===== src/rtl/booth_r4_multiplier.sv =====
// Sequential radix-4 Booth multiplier, signed or unsigned, with the controller and datapath in one block.
// Retires two multiplier bits per clock and exposes the per-step recoding strobes.
module booth_r4_multiplier #(
    parameter int unsigned WIDTH = 8
) (
    input  logic                 Clock,
    input  logic                 nReset,
    input  logic                 Request,
    input  logic                 Signed_mode,
    input  logic [WIDTH-1:0]     Multiplicand,
    input  logic [WIDTH-1:0]     Multiplier,
    output logic [2*WIDTH-1:0]   Product,
    output logic                 Done,
    output logic                 add_s,
    output logic                 sub_s,
    output logic                 dbl_s
);

    localparam int unsigned EW   = WIDTH + 2;      // extended operand width
    localparam int unsigned AW   = WIDTH + 3;      // accumulator width, holds +/-2M
    localparam int unsigned PW   = AW + EW + 1;    // {acc, multiplier, q-1}
    localparam int unsigned ITER = WIDTH / 2 + 1;
    localparam int unsigned CW   = $clog2(ITER);

    typedef enum logic {
        IDLE,
        RUN
    } state_t;

    state_t               state_q, state_d;
    logic [EW-1:0]        m_q, m_d;
    logic [AW-1:0]        acc_q, acc_d;
    logic [EW:0]          mq_q, mq_d;
    logic [CW-1:0]        cnt_q, cnt_d;
    logic [2*WIDTH-1:0]   prod_q, prod_d;
    logic                 done_q, done_d;

    logic [2:0]           triplet;
    logic [AW-1:0]        m_single;
    logic [AW-1:0]        m_double;
    logic [AW-1:0]        pp_mag;
    logic [AW-1:0]        pp;
    logic [AW-1:0]        sum;
    logic [PW-1:0]        shifted;
    logic                 mcand_sx;
    logic                 mplier_sx;

    assign Product = prod_q;
    assign Done    = done_q;

    always_ff @(posedge Clock or negedge nReset) begin
        if (!nReset) begin
            state_q <= IDLE;
            m_q     <= '0;
            acc_q   <= '0;
            mq_q    <= '0;
            cnt_q   <= '0;
            prod_q  <= '0;
            done_q  <= 1'b1;
        end else begin
            state_q <= state_d;
            m_q     <= m_d;
            acc_q   <= acc_d;
            mq_q    <= mq_d;
            cnt_q   <= cnt_d;
            prod_q  <= prod_d;
            done_q  <= done_d;
        end
    end

    always_comb begin
        state_d   = state_q;
        m_d       = m_q;
        acc_d     = acc_q;
        mq_d      = mq_q;
        cnt_d     = cnt_q;
        prod_d    = prod_q;
        done_d    = done_q;
        add_s     = 1'b0;
        sub_s     = 1'b0;
        dbl_s     = 1'b0;

        triplet   = mq_q[2:0];
        mcand_sx  = Signed_mode & Multiplicand[WIDTH-1];
        mplier_sx = Signed_mode & Multiplier[WIDTH-1];

        // Booth recoding of the current triplet; strobes stay low while idle
        if (state_q == RUN) begin
            case (triplet)
                3'b001, 3'b010: add_s = 1'b1;
                3'b011: begin
                    add_s = 1'b1;
                    dbl_s = 1'b1;
                end
                3'b100: begin
                    add_s = 1'b1;
                    sub_s = 1'b1;
                    dbl_s = 1'b1;
                end
                3'b101, 3'b110: begin
                    add_s = 1'b1;
                    sub_s = 1'b1;
                end
                default: ;
            endcase
        end

        m_single = {m_q[EW-1], m_q};
        m_double = {m_q, 1'b0};
        pp_mag   = dbl_s ? m_double : m_single;
        if (!add_s) begin
            pp = '0;
        end else if (sub_s) begin
            pp = AW'(0) - pp_mag;
        end else begin
            pp = pp_mag;
        end
        sum     = acc_q + pp;
        shifted = {{2{sum[AW-1]}}, sum, mq_q[EW:2]};

        case (state_q)
            IDLE: begin
                if (Request) begin
                    state_d = RUN;
                    done_d  = 1'b0;
                    m_d     = {mcand_sx, mcand_sx, Multiplicand};
                    acc_d   = '0;
                    mq_d    = {mplier_sx, mplier_sx, Multiplier, 1'b0};
                    cnt_d   = CW'(ITER - 1);
                end
            end
            RUN: begin
                acc_d = shifted[PW-1 -: AW];
                mq_d  = shifted[EW:0];
                cnt_d = cnt_q - CW'(1);
                // Last step: low 2*WIDTH bits above q-1 are the finished product
                if (cnt_q == '0) begin
                    state_d = IDLE;
                    done_d  = 1'b1;
                    prod_d  = shifted[2*WIDTH:1];
                end
            end
            default: state_d = IDLE;
        endcase
    end

endmodule

===== config.mk =====
export PLATFORM = sky130hd
export DESIGN_NAME = booth_r4_multiplier
export DESIGN_NICKNAME = d
export VERILOG_FILES = /design/src/rtl/booth_r4_multiplier.sv
export SDC_FILE = /design/constraint.sdc
export NUM_CORES = 1
export LEC_CHECK = 0
export BUFFER_PORTS_ARGS = -buffer_cell sky130_fd_sc_hd__buf_2
export CAP_MARGIN = 20
export CELL_PAD_IN_SITES_DETAIL_PLACEMENT = 1
export CELL_PAD_IN_SITES_GLOBAL_PLACEMENT = 2
export CORE_MARGIN = 2
export CORE_UTILIZATION = 40
export DETAILED_ROUTE_END_ITERATION = 6
export PLACE_DENSITY = 0.89
export SYNTH_ARGS = -nofsm -noshare
export SYNTH_HDL_FRONTEND = slang
export SYNTH_SLANG_ARGS = --single-unit

===== constraint.sdc =====
create_clock -name Clock -period 12.09 [get_ports Clock]
set_input_delay 1.209 -clock Clock [delete_from_list [all_inputs] [get_ports Clock]]
set_output_delay 1.209 -clock Clock [all_outputs]
set_load 0.02 [all_outputs]

==> out/results.ini <==
[global_routing]
grt_pass1_vias=2481
grt_use_total=0.187
grt_pass1_wl_um=12600
grt_max_degree=51
antenna_found_initial=0
overflow=0

[clocking]
postCtsResizedCells=0
clkTransAtPathRegs_ns=0.10
cts_setup_buffers=0
cts_hold_buf=0
clk_path_buf_depth=2
cts_tree=done
root_buffer=clkbuf_8
cts_htree_levels=2
clock_latency_ns=0.31
numCtsBuffers=5
clkSinkCount=50

[place]
post-place-cells=429
hpwl_um=5290
port_buffers=39
dp_slack_ns=6.93
gp_congestion=0.813

[timing]
finalHoldViolCount=0
setup_tns_ns=0
maxSlewHeadroom=0.468
max_freq_mhz=189
finClkSkew_ns=0.00932
period_needed_ns=5.30
setup_ws_ns=6.79
setup_violations=0
tightest_slew_ns=0.795
slew_viol_final=0
rsz0062_at_grt=false
post-route-period-util=0.438

[outcome]
status=finished, final reports clean

[flow_run]
cap_violations=0

[synthesis]
synth_cells=306
yosysMostFrequentCell=dfrtp_1
synth_top_area_frac=0.403
syn_area_mm2=0.00305
synthArstFlopShare=1.00
ys_warn_count=0
synth_area_leaders=dfrtp_1, mux2_2, ha_1
postSynthNetCount=344
ys.flop_type=dfrtp_1
yosys.area.top_type=dfrtp_1
synth-seq-cells=50
synth_common_cells=dfrtp_1, nand2_1, mux2_2
synth_edf_count=0
seq_area_frac_synth=0.411
synth_cell_type_count=60
avgSynthCellArea_um2=9.95

[floorplan]
core_area_mm2=0.00733
initial_core_util=0.415
ios=40
dieHeight_um=91.3
dieArea_mm2=0.00833
dieWidth_um=91.3
row_count=31

[layout]
diodes=0
finalNonFillerCells=437
layout-drive-gt1-share=0.246
seqCellArea_mm2=0.00125
fillerInstances=854
area_delta_synth_final_pct=12.5
multiInputGateArea_mm2=0.00166
nNetsFinal=375

[worst_setup_path]
worstSetupEndpointType=flip-flop
crit_arrival_ns=5.55
critPathMaxStageDelay_ns=0.54
rrSetupSlack_ns=6.79
path_max_fanout=18
crit_buf_inv=2
critPathSlowestCell=or4b_1
crit_family=simple AND/OR/NAND/NOR gates
r2r-start=mq_q[0]
rr_worst_depth=19
crit_type=reg2reg
worst_r2r_endpoint=acc_q[9]
start_kind=flip-flop
crit_top_cell=ha_1
worst_ep_required_time_ns=12.34
path_cells=inv_1 > ha_1 > mux2_2 > nand2_1 > inv_1 > mux2i_1 > ha_1 > or3b_4 > nand2_1 > xor2_1 > or3b_2 > a21boi_0 > ha_1 > o21a_1 > o31a_1 > o2111ai_1 > a21boi_0 > or4b_1 > nand3_1

[min_path]
worstHoldPathType=reg2reg
hold_start=Product[9]
hold_depth=2
hold_end=Product[9]

[route]
firstDrtPassIters=4
routed_via_density=5.64
dr_total_vias=2463
drt_iter0_markers=124
post_drt_wl_per_cell_um=17.1
wirelength_um=7460
drc_errors=0
drtAntennaViolNets=0

[how the worst max path moves through the flow]
stage                 start  endpoint  slack, ns  cells past startpoint
floorplan           mq_q[0]  acc_q[9]       7.48                     19
finish              mq_q[0]  acc_q[9]       6.79                     19
CTS                 mq_q[1]  acc_q[9]       6.82                     19
global placement    mq_q[0]  acc_q[9]       7.11                     19
global route        mq_q[0]  acc_q[9]       6.44                     19
detailed placement  mq_q[0]  acc_q[9]       6.93                     19
[sequential cells by signal (all words and copies together), names as in the netlist]
name	count
Product	16
Done	1
mq_q	11
state_q	1
cnt_q	3
m_q	9
acc_q	9
[worst reg2reg max path, cell delays in order, from the launching register on]
cell	delay [ns]
dfrtp_1	0.41
inv_1	0.08
ha_1	0.21
mux2_2	0.30
nand2_1	0.46
inv_1	0.37
mux2i_1	0.30
ha_1	0.23
or3b_4	0.40
nand2_1	0.09
xor2_1	0.07
or3b_2	0.47
a21boi_0	0.22
ha_1	0.33
o21a_1	0.14
o31a_1	0.16
o2111ai_1	0.25
a21boi_0	0.13
or4b_1	0.54
nand3_1	0.10
[per-layer routing]
metal  track usage  vias to the layer above  part of all wire
li1              -                     1180                 -
met1         0.253                     1244              0.47
met2         0.315                       31              0.50
met3        0.0299                        8             0.024
met4        0.0417                        0             0.010
met5             0                        -                 0
[cell families (layout without fill, tap and decap cells)]
family | after synthesis | in the layout | synth area share
DFF | 50 | 50 | 0.411
and+or+nand+nor | 76 | 76 | 0.132
adders and majority gates | 18 | 18 | 0.0764
muxes | 34 | 34 | 0.122
AOI/OAI and AO/OA | 86 | 86 | 0.190
xor gates and xnor gates | 9 | 9 | 0.0259
buffers and inverters | 33 | 65 | 0.0427
[layout make-up]
type	count	area share
Multi-Input combinational cell	223	0.485
Sequential cell	50	0.365
Timing Repair Buffer	43	0.0657
Tap cell	99	0.0361
Clock buffer	6	0.0212
Inverter	14	0.0153
Clock inverter	2	0.0110
[through the flow]
step                      instance area, um2  hold WS (ns)  utilization
final                                   3430         0.494        0.467
after global routing                    3430         0.535        0.467
after CTS                               3430         0.504        0.467
after detailed placement                3320         0.480        0.452
after global placement                  3320         0.462        0.452
after floorplan                         3050         0.463            -
[layout by cell type (no fill, tap or decap), drive strengths merged, types with 7 or more instances in the layout]
cell type   n
a211oi      7
a21oi      16
buf        43
dfrtp      49
ha         17
inv        14
mux2       24
mux2i      10
nand2      28
nor2       13
o21ai      23
Power is left out: the tool's default activity adds up to more than one toggle a clock period on the data nets, which glitch-free logic cannot reach.
